**config.mk**
```make
export PLATFORM = sky130hd
export DESIGN_NAME = if_stage_flat
export DESIGN_NICKNAME = d
export VERILOG_FILES = /design/src/rtl/if_stage_if.sv /design/src/rtl/if_stage.sv /design/src/flat_wrapper.sv
export SDC_FILE = /design/constraint.sdc
export NUM_CORES = 1
export LEC_CHECK = 0
export CAP_MARGIN = 10
export CORE_AREA = 2 2 120 122
export DETAILED_ROUTE_END_ITERATION = 10
export DIE_AREA = 0 0 122 124
export GPL_TIMING_DRIVEN = 1
export PLACE_DENSITY_LB_ADDON = 0.1
export SYNTH_ARGS = -nofsm -noshare
export SYNTH_HDL_FRONTEND = slang
export SYNTH_SLANG_ARGS = --single-unit
```
**constraint.sdc**
```tcl
create_clock -name clk -period 4.6 [get_ports clk]
set_input_delay 0.46 -clock clk [delete_from_list [all_inputs] [get_ports clk]]
set_output_delay 0.46 -clock clk [all_outputs]
set_load 0.03 [all_outputs]
```
**src/rtl/if_stage_if.sv**
```systemverilog
// if_stage_if: signal bundle between the fetch stage and its environment
// (hazard/branch control in, instruction memory, IF/ID register and perf
// counters out). master = fetch stage, slave = surrounding pipeline/memory.
interface if_stage_if;
   logic        stall;
   logic        flush;
   logic        redirect;
   logic [31:0] redirect_pc;
   logic [31:0] imem_addr;
   logic [31:0] imem_instru;
   logic        id_valid;
   logic [31:0] id_pc;
   logic [31:0] id_pc_plus4;
   logic [31:0] id_instru;
   logic [31:0] cnt_fetched;
   logic [31:0] cnt_stall;
   logic [31:0] cnt_flush;

   modport master (
      input  stall, flush, redirect, redirect_pc, imem_instru,
      output imem_addr, id_valid, id_pc, id_pc_plus4, id_instru,
             cnt_fetched, cnt_stall, cnt_flush
   );

   modport slave (
      output stall, flush, redirect, redirect_pc, imem_instru,
      input  imem_addr, id_valid, id_pc, id_pc_plus4, id_instru,
             cnt_fetched, cnt_stall, cnt_flush
   );
endinterface

```
**src/rtl/if_stage.sv**
```systemverilog
// if_stage: instruction-fetch stage. Owns the PC, addresses a combinational
// instruction memory and captures the returned word into the IF/ID register.
// Optional perf counters are built when IF_PERF_CNT_EN is defined; otherwise
// the cnt_* outputs are tied to zero and no counter flops exist.
module if_stage #(
   parameter logic [31:0] RESET_PC  = 32'h0000_0000,
   parameter logic [31:0] NOP_INSTR = 32'h0000_0000
) (
   input logic        clk,
   input logic        reset,
   if_stage_if.master bus
);

   logic [31:0] pc_q, pc_d;
   logic        id_valid_q, id_valid_d;
   logic [31:0] id_pc_q, id_pc_d;
   logic [31:0] id_pc_plus4_q, id_pc_plus4_d;
   logic [31:0] id_instru_q, id_instru_d;
   logic [31:0] pc_plus4;

   assign pc_plus4 = pc_q + 32'd4;

   // next PC and IF/ID contents: redirect > flush/stall > normal fetch
   always_comb begin
      pc_d          = pc_q;
      id_valid_d    = id_valid_q;
      id_pc_d       = id_pc_q;
      id_pc_plus4_d = id_pc_plus4_q;
      id_instru_d   = id_instru_q;
      if (bus.redirect) begin
         pc_d          = {bus.redirect_pc[31:2], 2'b00};
         id_valid_d    = 1'b0;
         id_pc_d       = 32'h0;
         id_pc_plus4_d = 32'h0;
         id_instru_d   = NOP_INSTR;
      end else if (bus.flush) begin
         // flush squashes IF/ID, but a concurrent stall still holds the PC
         if (!bus.stall) pc_d = pc_plus4;
         id_valid_d    = 1'b0;
         id_pc_d       = 32'h0;
         id_pc_plus4_d = 32'h0;
         id_instru_d   = NOP_INSTR;
      end else if (!bus.stall) begin
         pc_d          = pc_plus4;
         id_valid_d    = 1'b1;
         id_pc_d       = pc_q;
         id_pc_plus4_d = pc_plus4;
         id_instru_d   = bus.imem_instru;
      end
   end

   // PC and IF/ID register
   always_ff @(posedge clk) begin
      if (reset) begin
         pc_q          <= RESET_PC;
         id_valid_q    <= 1'b0;
         id_pc_q       <= 32'h0;
         id_pc_plus4_q <= 32'h0;
         id_instru_q   <= NOP_INSTR;
      end else begin
         pc_q          <= pc_d;
         id_valid_q    <= id_valid_d;
         id_pc_q       <= id_pc_d;
         id_pc_plus4_q <= id_pc_plus4_d;
         id_instru_q   <= id_instru_d;
      end
   end

   assign bus.imem_addr   = pc_q;
   assign bus.id_valid    = id_valid_q;
   assign bus.id_pc       = id_pc_q;
   assign bus.id_pc_plus4 = id_pc_plus4_q;
   assign bus.id_instru   = id_instru_q;

`ifdef IF_PERF_CNT_EN
   logic [31:0] cnt_fetched_q, cnt_fetched_d;
   logic [31:0] cnt_stall_q, cnt_stall_d;
   logic [31:0] cnt_flush_q, cnt_flush_d;
   logic        evt_fetch, evt_stall, evt_flush;

   assign evt_fetch = !bus.redirect && !bus.flush && !bus.stall;
   assign evt_stall = bus.stall && !bus.redirect;
   assign evt_flush = bus.flush || bus.redirect;

   // saturating event counters
   always_comb begin
      cnt_fetched_d = cnt_fetched_q;
      cnt_stall_d   = cnt_stall_q;
      cnt_flush_d   = cnt_flush_q;
      if (evt_fetch && (cnt_fetched_q != 32'hFFFF_FFFF)) cnt_fetched_d = cnt_fetched_q + 32'd1;
      if (evt_stall && (cnt_stall_q   != 32'hFFFF_FFFF)) cnt_stall_d   = cnt_stall_q + 32'd1;
      if (evt_flush && (cnt_flush_q   != 32'hFFFF_FFFF)) cnt_flush_d   = cnt_flush_q + 32'd1;
   end

   // counter registers
   always_ff @(posedge clk) begin
      if (reset) begin
         cnt_fetched_q <= 32'h0;
         cnt_stall_q   <= 32'h0;
         cnt_flush_q   <= 32'h0;
      end else begin
         cnt_fetched_q <= cnt_fetched_d;
         cnt_stall_q   <= cnt_stall_d;
         cnt_flush_q   <= cnt_flush_d;
      end
   end

   assign bus.cnt_fetched = cnt_fetched_q;
   assign bus.cnt_stall   = cnt_stall_q;
   assign bus.cnt_flush   = cnt_flush_q;
`else
   assign bus.cnt_fetched = 32'h0;
   assign bus.cnt_stall   = 32'h0;
   assign bus.cnt_flush   = 32'h0;
`endif

endmodule
```
**src/flat_wrapper.sv**
```systemverilog
// flat-port wrapper written by rule: the top's interface ports become plain ports
module if_stage_flat 
#(
   parameter logic [31:0] RESET_PC  = 32'h0000_0000,
   parameter logic [31:0] NOP_INSTR = 32'h0000_0000
)
  (clk, reset, bus_stall, bus_flush, bus_redirect, bus_redirect_pc, bus_imem_instru, bus_imem_addr, bus_id_valid, bus_id_pc, bus_id_pc_plus4, bus_id_instru, bus_cnt_fetched, bus_cnt_stall, bus_cnt_flush);
  if_stage_if bus_i ();
  input logic clk;
  input logic reset;
  input wire logic [$bits(bus_i.stall)-1:0] bus_stall;
  input wire logic [$bits(bus_i.flush)-1:0] bus_flush;
  input wire logic [$bits(bus_i.redirect)-1:0] bus_redirect;
  input wire logic [$bits(bus_i.redirect_pc)-1:0] bus_redirect_pc;
  input wire logic [$bits(bus_i.imem_instru)-1:0] bus_imem_instru;
  output wire logic [$bits(bus_i.imem_addr)-1:0] bus_imem_addr;
  output wire logic [$bits(bus_i.id_valid)-1:0] bus_id_valid;
  output wire logic [$bits(bus_i.id_pc)-1:0] bus_id_pc;
  output wire logic [$bits(bus_i.id_pc_plus4)-1:0] bus_id_pc_plus4;
  output wire logic [$bits(bus_i.id_instru)-1:0] bus_id_instru;
  output wire logic [$bits(bus_i.cnt_fetched)-1:0] bus_cnt_fetched;
  output wire logic [$bits(bus_i.cnt_stall)-1:0] bus_cnt_stall;
  output wire logic [$bits(bus_i.cnt_flush)-1:0] bus_cnt_flush;
  assign bus_i.stall = bus_stall;
  assign bus_i.flush = bus_flush;
  assign bus_i.redirect = bus_redirect;
  assign bus_i.redirect_pc = bus_redirect_pc;
  assign bus_i.imem_instru = bus_imem_instru;
  assign bus_imem_addr = bus_i.imem_addr;
  assign bus_id_valid = bus_i.id_valid;
  assign bus_id_pc = bus_i.id_pc;
  assign bus_id_pc_plus4 = bus_i.id_pc_plus4;
  assign bus_id_instru = bus_i.id_instru;
  assign bus_cnt_fetched = bus_i.cnt_fetched;
  assign bus_cnt_stall = bus_i.cnt_stall;
  assign bus_cnt_flush = bus_i.cnt_flush;
  if_stage #(.RESET_PC(RESET_PC), .NOP_INSTR(NOP_INSTR)) u_core (.clk(clk), .reset(reset), .bus(bus_i));
endmodule
```
=== Word level (Yosys, flattened, before mapping) ===
Cells that the tools add are included.

* Latch bits: 0
* Memories kept: 0
* Bits in read-only memories: 0
* Logic and storage cells: 12
* Bits in registers: 129
* Bits in writable memories: 0
* Input port bits: 69
* Output and inout port bits: 225

* $mul: 0
* Shifts and indexed selects: 0
* Reduce and logical (&&, ||, !) cells: 2
* Equal/unequal tests: 1
* Div/mod/pow operators: 0
* Bitwise logic cells: 0
* Add/sub/neg operators: 1
* Mux-type cells: 2
* $lt $le $gt $ge: 0

{| class="wikitable"
|+ Operators by type and width
! kind !! number
|-
| $mux W32 || 2
|-
| $add A32 B3 Y32 const B || 1
|-
| $reduce_or A3 Y1 || 1
|-
| $ne A2 B1 Y1 const B || 1
|-
| $reduce_or A2 Y1 || 1
|}

=== Longest topological paths before layout ===
* Depth after elaboration: 3
* Depth in mapped cells: 7
* Mapped depth without buffers: 6

=== Worst setup path after synthesis ===
No wires, ideal clock.

* Path type: reg-to-reg
* From: reg u_core.pc_q[2], in the netlist u_core.bus.imem_addr[2]
* To: reg u_core.pc_q[14], in the netlist u_core.bus.imem_addr[14]
* Library setup time: 0.091 ns
* Required time: 4.509 ns
* Arrival time: 2.052 ns
* Buffers on the path: 0
* Clock period less this slack: 2.143 ns
* Setup slack: 2.457 ns
* Stages on the path, launching flop included: 6
* Cells stage by stage: dfxtp_1 ha_1 nand4_4 or4_4 or3_1 a311oi_1

* Cells in the longest elaborated chain, start to end: 3

{| class="wikitable"
|+ RTL lines
! item !! line !! RTL
|-
| from (decl) || if_stage.sv:14 || <nowiki>logic [31:0] pc_q, pc_d;</nowiki>
|-
| from (signal assigned) || if_stage.sv:61 || <nowiki>pc_q <= pc_d;</nowiki>
|-
| $add A32 B3 Y32 || if_stage.sv:21 || <nowiki>assign pc_plus4 = pc_q + 32'd4;</nowiki>
|-
| $mux W32 || if_stage.sv:38, if_stage.sv:43 ||
|-
| $mux W32 || if_stage.sv:30 || <nowiki>if (bus.redirect) begin</nowiki>
|}

Every way passes these cells. The select of a mux whose other input is x is not followed.
A chain may end at the register's enable or synchronous reset.

=== Worst setup path after layout ===
* From: in reset
* To: reg u_core.id_pc_plus4_q[8], in the netlist u_core.bus.id_pc_plus4[8]

* Cells in the longest elaborated chain, start to end: 1

{| class="wikitable"
|+ RTL lines
! item !! line !! RTL
|-
| from (decl) || flat_wrapper.sv:10 || <nowiki>input logic reset;</nowiki>
|-
| $reduce_or A3 Y1 (no line) || n/a ||
|-
| to (signal assigned) || if_stage.sv:64 || <nowiki>id_pc_plus4_q <= id_pc_plus4_d;</nowiki>
|-
| to (decl) || if_stage.sv:17 || <nowiki>logic [31:0] id_pc_plus4_q, id_pc_plus4_d;</nowiki>
|}

Every way passes these cells.

==> results.cfg <==
[critical_path]
r2r-start = u_core.bus.imem_addr[4]
cp_max_fo = 37
max_stage_delay_ns = 0.96
ff2ff_path_depth = 5
ff2ff_setup_slack_ns = 2.14
crit_type = input pin to flop
slowest_stage = or3_2
cp_cell_sequence = clkdlybuf4s50_1 > or3_2 > buf_4 > a211oi_1
timing.rr.end = u_core.bus.imem_addr[25]
cp.arrival_ns = 2.86
end_kind = flop
worstSetupStartpointType = input pin
cp_data_required_time_ns = 4.93

[clock_tree]
numClockSinks = 123
clock_latency_ns = 0.41
clockBufferDepth = 2
cts-root-buf = clkbuf_16
cts_buffers = 17
h-tree-depth = 4
cts_tree = done
cts.clk_slew.worst_paths_ns = 0.05
cts_hold_buf = 0
cts_resized = 0
postCtsSetupBuffers = 0

[yosys]
syn_inst = 707
ys_seq_area_frac = 0.3999
netlist_top_cells_area = dfxtp_1 40%, buf_4 13%, mux2i_1 10%
yosys_warnings = 0
syn_avg_cell_area_sq_um = 8.709
yosysTopAreaCell = dfxtp_1
ys_types = 46
syn-cell-area_sq_um = 6157
ys_seq_elements = 123
yosys.area.top_type_share = 0.3999

[floorplanning]
io_pins = 294
fp.dieW_um = 122
start_util = 0.4488
die_area_sq_um = 15130
num_rows = 43
core_sq_um = 13720
die_h_um = 124

[sta]
rsz0062_at_grt = false
finalMaxSlewViolations = 0
fin_crit_sh = 0.5502
skew_ns = 0.006309
relSlewSlack = 0.3903
finalSetupViolCount = 0
hold_slack_ns = 0.4636
post-route-min-period_ns = 2.531
timing.final.hold_violations = 0
finalSetupTns_ns = 0
worst_pin_slew_ns = 0.9146
timing.final.ws_setup_ns = 2.069
fmax_ghz = 0.3951

[placed_design]
hpwl_um = 11560
placed_cells = 1030
io_buffers = 189
gp_congestion = 0.7925
pre_cts_slack_ns = 1.629
postPlaceCellArea_sq_um = 7710

[detailed_routing]
wl_per_cell_um = 15.38
drt_first_pass_iters = 4
vias = 5131
via_per_inst = 4.850
drc = 0
ant_nets = 0
drtIter0Drc = 285
wirelength_um = 16270

[global_routing]
grt_pass1_wl_um = 24920
grt_max_degree = 71
grt_overflow = 0
grt_pass1_vias = 4740
grt_usage = 0.2134
antenna_found_initial = 0

[pwr]
seqPwrFrac = 0.407
leakage_nw = 3.241
clkPwrFrac = 0.438
power_switching_mw = 0.7671
ir_drop_v = 0.0002354
combPwrFrac = 0.155
switching_share = 0.2718
powerDensity_nw_per_um2 = 342.0
p_int_mw = 2.056
total_power_mw = 2.823

[final_layout]
design_area_sq_um = 8254
antenna_cells = 0
area_growth_pct = 34.06
seq_area_sq_um = 2462
final_common_cell = clkdlybuf4s50_1
multi_input_area_sq_um = 3043
nFillCells = 1243
layout.nets = 939
fin_util = 0.6016
layout_common_cells = 188 x clkdlybuf4s50_1, 123 x dfxtp_1, 108 x nor2_1, 102 x conb_1, 64 x mux2i_1
finalNonFillerCells = 1058
layout-drive-gt1-share = 0.05467

[min_path]
worstHoldEndpoint = u_core.bus.id_valid
hp-start = u_core.bus.id_valid
hold_depth = 1
hold_class = flop to flop

[run]
cap_viol_max_count = 0

[run_status]
outcome = completed
## cell type report
cell class	instances	share of cell area
repair buffers	197	0.2362
clock buffers	26	0.06169
multi-input cells	522	0.3687
clock inverters	2	0.004244
flip-flops and latches	123	0.2983
inverters	8	0.003638
well taps	180	0.02729
## how the worst max path moves through the flow
stage,from,to,slack (ns),depth (start not counted)
2_1_floorplan,u_core.bus.imem_addr[2],u_core.bus.imem_addr[14],2.46,5
6_report,reset,u_core.bus.id_pc_plus4[8],2.07,4
3_5_place_dp,reset,u_core.bus.id_pc_plus4[8],1.63,4
4_1_cts,reset,u_core.bus.id_pc_plus4[8],2.08,4
5_1_grt,u_core.bus.imem_addr[4],u_core.bus.imem_addr[25],1.89,5
3_3_place_gp,reset,u_core.bus.id_pc_plus4[8],1.65,4
## critical path: cells and delay by family
kind            cells  cell delay, ns
compound gates      1            0.20
buf+inv             2            1.20
simple gates        1            0.96
## cell families (layout without fill, tap and decap cells)
kind of cell / after synthesis / count (layout) / synth area share
AOI/OAI and AO/OA: 100 / 100 / 0.09591
buffers and inverters: 163 / 233 / 0.1685
adders and majority gates: 1 / 1 / 0.002032
muxes: 64 / 64 / 0.1040
and+or+nand+nor: 215 / 215 / 0.1721
DFF: 123 / 123 / 0.3999
xor gates and xnor gates: 40 / 40 / 0.05690
other: 1 / 102 / 0.0006090
## registers in the layout, indices dropped and copies added, names as in the netlist
signal,cells
u_core.bus.id_pc,30
u_core.bus.id_valid,1
u_core.bus.id_instru,32
u_core.bus.id_pc_plus4,30
u_core.bus.imem_addr,30
## power groups by stage
stage	registers (mW)	clock network (mW)	logic, mW
final	1.15	1.24	0.437
after global routing	1.15	1.32	0.467
after CTS	1.15	1.27	0.436
after detailed placement	1.17	0	0.434
after global placement	1.17	0	0.431
after floorplan	1.20	0	0.322
## cells in the mapped netlist, drive strengths merged
master,n
a221oi,1
a21oi,38
nand4,18
and2,1
nand3,13
nand3b,4
o21a,1
nor3,15
o21ai,30
ha,1
or4,3
nand2,31
o211a,2
dfxtp,123
nor2b,2
nor2,108
inv,8
o22ai,3
buf,127
mux2i,64
or2b,1
xnor2,16
a211oi,14
or3,9
xor2,24
clkbuf,28
a41oi,1
and3,3
a31oi,4
conb,1
a311oi,5
o31ai,1
nor4,7
## routing by layer
| metal | routed length, um | GRT usage | part of all wire |
|---|---|---|---|
| met3 | 1549 | 0.08471 | 0.095 |
| met4 | 238 | 0.08693 | 0.015 |
| met1 | 7016 | 0.2646 | 0.43 |
| met5 | 0 | 0 | 0 |
| met2 | 7462 | 0.3314 | 0.46 |
Power figures use the tool's default switching activity.
